--- src/rtl/mips_cpu_avalon_arbiter.sv ---
//------------------------------------------------------------------------------
// Module      : mips_cpu_avalon_arbiter
// Description : Two-master (instruction fetch, data) to one-slave Avalon-MM
//               arbiter with a sticky stall-timeout flag. Define
//               ARB_ROUND_ROBIN_EN for round-robin tie-break; otherwise
//               data wins ties.
// Revision    : 1.0 - initial release
//------------------------------------------------------------------------------
`default_nettype none

module mips_cpu_avalon_arbiter #(
    parameter int TIMEOUT_CYCLES = 1024,
    parameter int CNT_W          = 16
) (
    input  logic        clk,
    input  logic        reset,
    input  logic [31:0] i_address,
    input  logic        i_read,
    output logic        i_waitrequest,
    output logic [31:0] i_readdata,
    input  logic [31:0] d_address,
    input  logic [3:0]  d_byteenable,
    input  logic        d_read,
    input  logic        d_write,
    input  logic [31:0] d_writedata,
    output logic        d_waitrequest,
    output logic [31:0] d_readdata,
    output logic [31:0] m_address,
    output logic [3:0]  m_byteenable,
    output logic        m_read,
    output logic        m_write,
    output logic [31:0] m_writedata,
    input  logic        m_waitrequest,
    input  logic [31:0] m_readdata,
    output logic [1:0]  grant,
    output logic        bus_timeout
);

    typedef enum logic [1:0] {
        S_IDLE  = 2'd0,
        S_GNT_I = 2'd1,
        S_GNT_D = 2'd2
    } state_t;

    localparam logic [CNT_W-1:0] c_timeout = CNT_W'(TIMEOUT_CYCLES);

    state_t           r_state;
    state_t           w_state_next;
    logic [CNT_W-1:0] r_stall_cnt;
    logic [CNT_W-1:0] w_stall_next;
    logic             r_timeout;
    logic             w_d_req;
    logic             w_pick_d;
    logic             w_active;
    logic             w_done;

    assign w_d_req = d_read | d_write;

`ifdef ARB_ROUND_ROBIN_EN
    // High when the data master owned the most recently completed transfer.
    logic r_last_data;

    always_ff @(posedge clk) begin
        if (reset) begin
            r_last_data <= 1'b0;
        end else if (w_done) begin
            r_last_data <= (r_state == S_GNT_D);
        end
    end

    assign w_pick_d = w_d_req & (~i_read | ~r_last_data);
`else
    assign w_pick_d = w_d_req;
`endif

    // The granted master still holding its request keeps the transfer alive.
    always_comb begin
        w_active = 1'b0;
        case (r_state)
            S_GNT_I: w_active = i_read;
            S_GNT_D: w_active = w_d_req;
            default: w_active = 1'b0;
        endcase
    end

    assign w_done = w_active & ~m_waitrequest;

    always_ff @(posedge clk) begin
        if (reset) begin
            r_state <= S_IDLE;
        end else begin
            r_state <= w_state_next;
        end
    end

    always_comb begin
        w_state_next  = r_state;
        i_waitrequest = 1'b1;
        i_readdata    = 32'h0;
        d_waitrequest = 1'b1;
        d_readdata    = 32'h0;
        m_address     = 32'h0;
        m_byteenable  = 4'h0;
        m_read        = 1'b0;
        m_write       = 1'b0;
        m_writedata   = 32'h0;
        case (r_state)
            S_IDLE: begin
                if (w_pick_d) begin
                    w_state_next = S_GNT_D;
                end else if (i_read) begin
                    w_state_next = S_GNT_I;
                end
            end
            S_GNT_I: begin
                m_address     = i_address;
                m_read        = i_read;
                m_byteenable  = 4'hF;
                i_waitrequest = m_waitrequest;
                i_readdata    = m_readdata;
                if (!w_active || !m_waitrequest) begin
                    w_state_next = S_IDLE;
                end
            end
            S_GNT_D: begin
                m_address     = d_address;
                m_byteenable  = d_byteenable;
                m_read        = d_read & ~d_write;
                m_write       = d_write;
                m_writedata   = d_writedata;
                d_waitrequest = m_waitrequest;
                d_readdata    = m_readdata;
                if (!w_active || !m_waitrequest) begin
                    w_state_next = S_IDLE;
                end
            end
            default: w_state_next = S_IDLE;
        endcase
    end

    always_comb begin
        w_stall_next = r_stall_cnt;
        if (r_state == S_IDLE) begin
            w_stall_next = '0;
        end else if (m_waitrequest && (r_stall_cnt != c_timeout)) begin
            w_stall_next = r_stall_cnt + 1'b1;
        end
    end

    always_ff @(posedge clk) begin
        if (reset) begin
            r_stall_cnt <= '0;
            r_timeout   <= 1'b0;
        end else begin
            r_stall_cnt <= w_stall_next;
            if (w_stall_next == c_timeout) begin
                r_timeout <= 1'b1;
            end
        end
    end

    assign grant       = {r_state == S_GNT_D, r_state == S_GNT_I};
    assign bus_timeout = r_timeout;

endmodule

`default_nettype wire
--- config.mk ---
export PLATFORM = sky130hd
export DESIGN_NAME = mips_cpu_avalon_arbiter
export DESIGN_NICKNAME = d
export VERILOG_FILES = /design/src/rtl/mips_cpu_avalon_arbiter.sv
export SDC_FILE = /design/constraint.sdc
export NUM_CORES = 1
export LEC_CHECK = 0
export CAP_MARGIN = 15
export CELL_PAD_IN_SITES_DETAIL_PLACEMENT = 0
export CELL_PAD_IN_SITES_GLOBAL_PLACEMENT = 1
export CORE_AREA = 2 2 112 125
export CTS_CLUSTER_DIAMETER = 200
export CTS_CLUSTER_SIZE = 12
export DETAILED_ROUTE_END_ITERATION = 8
export DIE_AREA = 0 0 114 127
export PLACE_DENSITY = 0.88
export SYNTH_ARGS = -nofsm -noshare
export SYNTH_HDL_FRONTEND = slang
export SYNTH_SLANG_ARGS = --single-unit
export TNS_END_PERCENT = 100
--- constraint.sdc ---
create_clock -name clk -period 4.75 [get_ports clk]
set_clock_uncertainty 0.05 [all_clocks]
set_input_delay 0.7125 -clock clk [delete_from_list [all_inputs] [get_ports clk]]
set_output_delay 0.7125 -clock clk [all_outputs]
set_load 0.01 [all_outputs]
==> reports/results.ini, run 1 <==
[outcome]
status = finished clean

[clock_tree]
cts_setup_buffers = 0
cts-buffers-inserted = 3
root_buffer = clkbuf_16
clkLatencyLatePin_ns = 0.25
clk_path_buf_depth = 2
cts_resized = 0
cts_tree = yes
cts_sinks = 19
path_clk_slew_ns = 0.06
cts_hold_buffers = 0
cts_htree_levels = 1

[placement]
port_buffers = 276
placed_area_um2 = 5200
gp_congestion = 0.956
hpwlAfterDp_um = 13000

[setup_path]
crit_slowest_cell = ha_2
crit_path_max_fanout = 46
r2r_end = bus_timeout
worstPathRequired_ns = 3.99
cp_num_buf_inv = 3
crit_arrival_ns = 2.61
path_cells = inv_1 -> ha_2 -> buf_4 -> a22oi_1 -> nor2b_1 -> clkdlybuf4s50_1
r2r_cells = 8
r2r_start = r_stall_cnt[0]
startpoint_type = register
crit_type = reg -> out
regToRegSetupSlack_ns = 2.29
startpoint = r_state[1]
cp-end-kind = primary output
cpPeakStageDelay_ns = 0.69
crit_family = buffers and inverters

[worst_hold_path]
whs_path_depth = 2
min_to = bus_timeout
hold_start = bus_timeout
min_path_type = reg -> reg

[route]
wirelength_met1_um = 6800
ant_nets = 0
via_count = 3478
drt_iter0_markers = 175
drt_wl_total_um = 15300
route.met2.wl_um = 6490
met3_wirelength_um = 1560
post-route-drc-count = 0
highest_layer = met5
viasPerCell = 4.61
drtPass1Iterations = 7
wl_per_cell_um = 20.3

[timing]
slew_violations = 0
setup_viol = 0
min_period_ns = 3.37
worst_pin_slew_ns = 0.775
hold_viol = 0
maxSlewHeadroom_pct = 48.3
setup-tns-final_ns = 0
grt_setup_unrepaired = no
period_share_pct = 70.9
fmax_mhz = 297

[yosys]
synth_mux_area_share_pct = 0.862
synthDominantCellAreaShare_pct = 26.7
ys_async_sr_fraction_pct = 0
yosys.area_share.simple_pct = 52.2
synth.distinct_cells = 40
synth_common_cells = and2_1 (99), nor2b_1 (37), a22oi_1 (32)
synth-adder-area-share_pct = 2.69
synthXorXnorAreaFrac_pct = 4.90
synth_top_family_by_area = simple AND/OR/NAND/NOR gates
synth_compound_area_share_pct = 16.6
synthMostInstantiatedCell = and2_1
synthesis.nets = 480
synth_ff_type = dfxtp_1
synth_top_area_cell = and2_1
syn-cell-area_um2 = 2320
yosys-top-cells-area = and2_1 (27%), dfxtp_1 (16%), a22oi_1 (10%), nor2b_1 (10%), clkbuf_1 (4.2%)
yosys_warnings = 0
ys_seq_area_share_pct = 16.4
synth-edff-count = 0
synth.avg_cell_area_um2 = 6.89
ys_ff_latch = 19
syn_inst = 337

[run]
maxCapViolCount = 0

[layout]
area_growth_pct = 128
multiInputGateArea_um2 = 1800
drive_above_1_share_pct = 3.05
nFillCells = 1340
final_util_pct = 40.4
fin_area_um2 = 5290
nNetsFinal = 734
regArea_um2 = 380

[global_routing]
gr-total-overflow = 0
grt_pass1_wl_um = 21600
antenna_found_initial = 6
grt_max_degree = 54
grt_pass1_vias = 3326
grtUsageTotal_pct = 19.8

[die]
start_util_pct = 17.7
rows = 44
io_pins = 277
design.core.area_um2 = 13100
dieArea_um2 = 14500
fp.dieH_um = 127
die_w_um = 114

[power_and_ir_drop]
p_leak_nw = 1.79
powerDensity_nw_per_um2 = 149
ir_worst_vdd_mv = 0.111

## final cells by class
type | count | area share, %
clock buffers | 3 | 1.42
multi-input cells | 281 | 34.1
diodes | 4 | 0.189
repair buffers | 280 | 52.8
well taps | 161 | 3.81
clock inverters | 1 | 0.0947
flip-flops and latches | 19 | 7.19
inverters | 6 | 0.426
## cell families (layout without fill, tap and decap cells)
logic type                 Yosys count  count (layout)
DFF                                 19              19
AOI/OAI and AO/OA                   57              57
buffers and inverters               37             290
muxes                                2               2
other                                0               4
and+or+nand+nor                    204             204
adders and majority gates            5               5
xor gates and xnor gates            13              13
## layout by cell type, fill, tap and decap left out, types with 7 or more instances in the layout
master,Yosys,layout
xnor2_1,10,10
nand2_1,13,13
a22oi_1,32,32
nor2b_1,37,37
a21oi_1,11,11
o21ai_0,7,7
dfxtp_1,19,19
and2_1,99,99
clkdlybuf4s50_1,0,276
nor2_1,16,16
## worst max-delay path by stage
| stage | end | cells after the start |
|---|---|---|
| after floorplan | bus_timeout | 7 |
| after detailed placement | bus_timeout | 7 |
| after global routing | m_address[0] | 6 |
| after CTS | m_address[26] | 6 |
| final | m_address[0] | 6 |
| after global placement | bus_timeout | 7 |
## flip-flops by register name, indices dropped and copies added, names as in the netlist
signal       flops
r_stall_cnt     16
r_state          2
bus_timeout      1
## worst reg2reg max path: cells and delay by family (launching register included)
family	cells	cell delay [ns]
AO/OA/AOI/OAI	1	0.28
adder cells (fa/ha/maj)	1	0.17
buffers and inverters	1	0.13
flip-flops	1	0.35
AND/OR/NAND/NOR	5	1.40
## stage by stage
step	instances	hold WS [ns]	setup WS (ns)	power (W)
after floorplan	337	0.410	2.35	0.000325
after CTS	751	0.436	1.36	0.000793
after detailed placement	747	0.423	1.62	0.000617
after global routing	751	0.471	1.21	0.000827
after global placement	747	0.424	1.68	0.000614
final	755	0.435	1.38	0.000790
## per-layer routing
layer  vias to the layer above  global-route usage [%]
met5                         -                       0
met4                         8                    4.81
met3                        27                    6.78
met2                       197                    30.8
met1                      1606                    26.4
li1                       1640                       -
## report_power, final
| part | internal [W] | total (W) | switching [W] | leakage [nW] |
|---|---|---|---|---|
| Combinational | 0.000265 | 0.000450 | 0.000184 | 1.60 |
| Clock | 0.000113 | 0.000177 | 0.0000636 | 0.0409 |
| Sequential | 0.000161 | 0.000163 | 0.00000205 | 0.153 |
(Power assumes the default switching activity.)
==> inputs of run 2 (changes only) <==
- CORE_AREA: 2 2 112 125 -> 2 2 122 136
- DIE_AREA: 0 0 114 127 -> 0 0 124 138
- PLACE_DENSITY: 0.88 -> 0.78
- clock period: 4.75 -> 2.8 ns (I/O delays scaled with it)
==> run 2 against run 1 <==
Clock power is 68% higher. Sequential share of layout area is 0.20 points lower. Count of clock-buffer cells in the layout is 1 higher. Setup slack worse by 1.2 ns. Largest power group unchanged. Wire length is 16% lower. Register-to-register slack worse by 1.9 ns. Largest cell class unchanged. Critical path type unchanged. First-iteration DRC count is 2.3% higher. Combinational power is 70% higher. Worst hold slack worse by 0.0023 ns. Non-clock buffer count is 10 higher.
==> reports/results.ini, run 2 (same netlist as run 1, synthesis figures left out) <==
[route]
drt_iter0_markers = 179
post-route-drc-count = 0
ant_nets = 0
drt_wl_total_um = 12900
drtPass1Iterations = 4
via_count = 3387
wl_per_cell_um = 16.0
viasPerCell = 4.21

[run]
maxCapViolCount = 0

[die]
fp.dieH_um = 138
die_w_um = 124
rows = 49
io_pins = 277
start_util_pct = 14.6
dieArea_um2 = 17100
design.core.area_um2 = 15900

[clock_tree]
path_clk_slew_ns = 0.05
cts_hold_buffers = 0
clkLatencyLatePin_ns = 0.26
cts_htree_levels = 1
cts-buffers-inserted = 3
cts_tree = yes
cts_sinks = 19
root_buffer = clkbuf_16
clk_path_buf_depth = 2

[timing]
maxSlewHeadroom_pct = 71.4
worst_pin_slew_ns = 0.429
setup_viol = 0
setup-tns-final_ns = 0
min_period_ns = 2.65
period_share_pct = 94.7
slew_violations = 0
hold_viol = 0
grt_setup_unrepaired = no
fmax_mhz = 377

[setup_path]
startpoint_type = register
r2r_end = bus_timeout
r2r_start = r_stall_cnt[0]
crit_path_max_fanout = 46
worstPathRequired_ns = 2.33
regToRegSetupSlack_ns = 0.37
crit_arrival_ns = 2.18
r2r_cells = 8
cp-end-kind = primary output
crit_type = reg -> out

[power_and_ir_drop]
intPower_w = 0.000939
ir_worst_vdd_mv = 0.175
p_clk_share_pct = 22.2
powerDensity_nw_per_um2 = 247
pwr-share-seq_pct = 20.7
p_leak_nw = 1.85
p_total_w = 0.00134
switching_share_pct = 30.1
pwr-share-comb_pct = 57.1
switchingPower_w = 0.000405

[worst_hold_path]
whs_path_depth = 2
min_to = bus_timeout
min_path_type = reg -> reg
hold_start = bus_timeout

[global_routing]
gr-total-overflow = 0
grt_max_degree = 47
antenna_found_initial = 3
grtUsageTotal_pct = 13.9
grt_pass1_wl_um = 18500
grt_pass1_vias = 3242

[placement]
gp_congestion = 0.892
port_buffers = 276
hpwlAfterDp_um = 10700

[layout]
final_common_cell = clkdlybuf4s50_1
nNetsFinal = 744
area_growth_pct = 134
largest_reg_flops = 16
top_register = r_stall_cnt
drive_above_1_share_pct = 4.67
layout_common_cells = clkdlybuf4s50_1 (275), and2_1 (99), nor2b_1 (37)

[outcome]
status = finished clean

-- run 2: cell types whose count changed in the layout (fill, tap and decap cells not counted) --
cell | previous run | this run
buf_6 | 0 | 1
clkbuf_1 | 0 | 1
ha_2 | 2 | 0
clkdlybuf4s50_1 | 276 | 275
buf_12 | 0 | 1
ha_4 | 0 | 2
clkinv_2 | 1 | 0
diode_2 | 4 | 1
buf_4 | 4 | 13
-- run 2: layer usage --
metal	share of wire [%]	wire length (um)	up-vias	track usage (%)
li1	-	-	1653	-
met1	41	5310	1553	17.1
met2	48	6190	164	24.6
met3	9.1	1170	13	3.14
met4	1.1	147	4	2.60
met5	0.26	33	-	0
-- run 2: power by group through the flow --
stage / sequential (W) / combinational [W] / clock (W)
2_1_floorplan: 0.000282 / 0.000270 / 0
3_3_place_gp: 0.000283 / 0.000763 / 0
3_5_place_dp: 0.000284 / 0.000768 / 0
4_1_cts: 0.000278 / 0.000775 / 0.000302
5_1_grt: 0.000279 / 0.000824 / 0.000313
6_report: 0.000278 / 0.000767 / 0.000298
-- run 2: what timing repair did --
action,in CTS,in global routing
resized for setup,1,1
cloned,0,0
buffers inserted,0,0
endpoints found under the setup margin,1,1
-- run 2: layout make-up --
| type | count | area, um^2 |
|---|---|---|
| Inverter | 6 | 22.5 |
| Sequential cell | 19 | 380 |
| Timing Repair Buffer | 290 | 2880 |
| Clock buffer | 4 | 78.8 |
| Multi-Input combinational cell | 281 | 1820 |
| Tap cell | 204 | 255 |
| Antenna cell | 1 | 2.50 |
| Fill cell | 1679 | 10500 |
-- run 2: worst max-delay path by stage --
stage	from	endpoint	slack [ns]
floorplan	r_stall_cnt[1]	bus_timeout	0.67
global placement	m_waitrequest	bus_timeout	0.11
detailed placement	m_waitrequest	bus_timeout	0.11
CTS	r_state[1]	m_read	0.08
global route	r_state[0]	m_address[23]	0.004
finish	r_state[0]	m_read	0.15
-- run 2: per-stage QoR --
stage	area, um^2	hold slack (ns)	worst slack, ns	instances	util (%)
global route	5440	0.472	0.00413	804	34.1
floorplan	2320	0.410	0.668	337	-
CTS	5430	0.435	0.0849	804	34.1
finish	5440	0.433	0.147	805	34.1
global placement	5350	0.425	0.112	800	33.5
detailed placement	5350	0.427	0.114	800	33.5
-- run 2: critical path, stage by stage (launching register included) --
cell	delay [ns]
dfxtp_1	0.35
inv_1	0.13
ha_4	0.33
buf_12	0.23
nand2_1	0.06
o21ai_0	0.12
and2_1	0.14
clkdlybuf4s50_1	0.53
==> inputs of run 3 (changes only) <==
- CTS_BUF_LIST: default -> sky130_fd_sc_hd__clkbuf_4
==> run 3 against run 2 <==
Global-route usage down 0.10 points. Non-clock buffer count grew 4. Count of clock-buffer cells in the layout unchanged. Register-to-register slack better by 0.02 ns. Design area decreased by 0.34%. Setup slack worse by 0.0054 ns. First-iteration DRC count rose by 37%. Die area stayed put. Flip-flop and latch count unchanged. Maximum frequency shrank 0.20%. Cell count is 0.50% higher. Critical path type unchanged.
==> reports/results.ini, run 3 (same netlist as run 1, synthesis figures left out) <==
[timing]
timing.hold.ws_ns = 0.436
setup_slack_ns = 0.142
maxSlewHeadroom_pct = 76.9
min_period_ns = 2.66
fmax_mhz = 376
grt_setup_unrepaired = no
slew_violations = 0
period_share_pct = 94.9
setup-tns-final_ns = 0
setup_viol = 0
hold_viol = 0
worst_pin_slew_ns = 0.346

[setup_path]
startpoint_type = register
crit_path_max_fanout = 22
crit_arrival_ns = 2.19
path_cells = inv_1 -> ha_1 -> buf_4 -> nor2b_1 -> clkdlybuf4s50_1
cp-end-kind = primary output
crit_slowest_cell = clkdlybuf4s50_1
crit_type = reg -> out
cpPeakStageDelay_ns = 0.56
cp_num_buf_inv = 3
crit_family = buffers and inverters
worstPathRequired_ns = 2.33

[placement]
port_buffers = 276
hpwlAfterDp_um = 10700
gp_congestion = 0.892
placed_cells = 800
placed_area_um2 = 5350
dp_slack_ns = 0.114

[layout]
nNetsFinal = 748
drive_above_1_share_pct = 5.46
nFillCells = 1686
largest_reg_flops = 16
layout_common_cells = clkdlybuf4s50_1 (275), and2_1 (99), nor2b_1 (37)
final_common_cell = clkdlybuf4s50_1
instances_no_fill = 809
area_growth_pct = 133
top_register = r_stall_cnt
fin_area_um2 = 5420

[global_routing]
gr-total-overflow = 0
grt-busiest-layer = met2
grt_pass1_vias = 3245
grtUsageMet1_pct = 17.0
grt_pass1_wl_um = 18300
met2_usage_pct = 23.9
grt_max_degree = 47
grtUsageTotal_pct = 13.8
grt_use_met3_pct = 3.01
antenna_found_initial = 4

[route]
wl_per_cell_um = 16.0
drt_wl_total_um = 12900
drtPass1Iterations = 4
ant_nets = 0
drt_iter0_markers = 246
via_count = 3388
viasPerCell = 4.19
post-route-drc-count = 0

[clock_tree]
cts_htree_levels = 1
cts-buffers-inserted = 3
cts_tree = yes
cts_sinks = 19
path_clk_slew_ns = 0.10
root_buffer = clkbuf_4
clk_path_buf_depth = 2
clkLatencyLatePin_ns = 0.30

[power_and_ir_drop]
powerDensity_nw_per_um2 = 223
ir_worst_vdd_mv = 0.125
p_leak_nw = 1.85

[die]
design.core.area_um2 = 15900
dieArea_um2 = 17100
die_w_um = 124
fp.dieH_um = 138
io_pins = 277
start_util_pct = 14.6
rows = 49

[worst_hold_path]
min_path_type = reg -> reg

[outcome]
status = finished clean

[run]
maxCapViolCount = 0

run 3: cell types whose count changed in the layout (fill, tap and decap cells not counted), sizes merged:
cell	delta
buf	+4
run 3: worst reg2reg max path, delay by kind of cell (launching register included):
kind	cells	cell delay, ns
DFF	1	0.37
and+or+nand+nor	5	1.35
AOI/OAI and AO/OA	1	0.26
adders and majority gates	1	0.17
buffers and inverters	1	0.13
run 3: what timing repair did:
item,4_1_cts,5_1_grt
setup endpoints to repair,9,10
pin swaps,0,0
hold buffers,0,0
hold endpoints to repair,0,0
resized for setup,1,1
buffers inserted,0,4
run 3: layout make-up:
class | count | area (um^2) | share of cell area [%]
well taps | 204 | 255 | 4.71
clock buffers | 4 | 30.0 | 0.554
repair buffers | 294 | 2910 | 53.7
flip-flops and latches | 19 | 380 | 7.01
multi-input cells | 281 | 1820 | 33.6
diodes | 1 | 2.50 | 0.0461
inverters | 6 | 22.5 | 0.415
run 3: layer usage:
layer,up-vias,part of all wire (%)
met5,-,0.31
met4,6,1.9
met3,19,9.6
met2,160,47
met1,1542,41
li1,1661,-
run 3: stage by stage:
stage | total power (W) | util [%]
finish | 0.00121 | 34.0
global route | 0.00128 | 34.0
CTS | 0.00121 | 33.8
detailed placement | 0.00105 | 33.5
global placement | 0.00105 | 33.5
floorplan | 0.000552 | -
run 3: final timing paths:
kind | slack, ns | cells past startpoint | end | from
max | 0.14 | 5 | m_address[3] | r_state[0]
min | 0.44 | 2 | bus_timeout | bus_timeout
max reg2reg | 0.39 | 8 | bus_timeout | r_stall_cnt[0]
min reg2reg | 0.44 | 2 | bus_timeout | bus_timeout
run 3: where the power goes:
group	leakage (nW)	internal (W)	switching (W)
sequential	0.153	0.000273	0.00000423
combinational	1.68	0.000479	0.000301
clock	0.0184	0.0000653	0.0000857
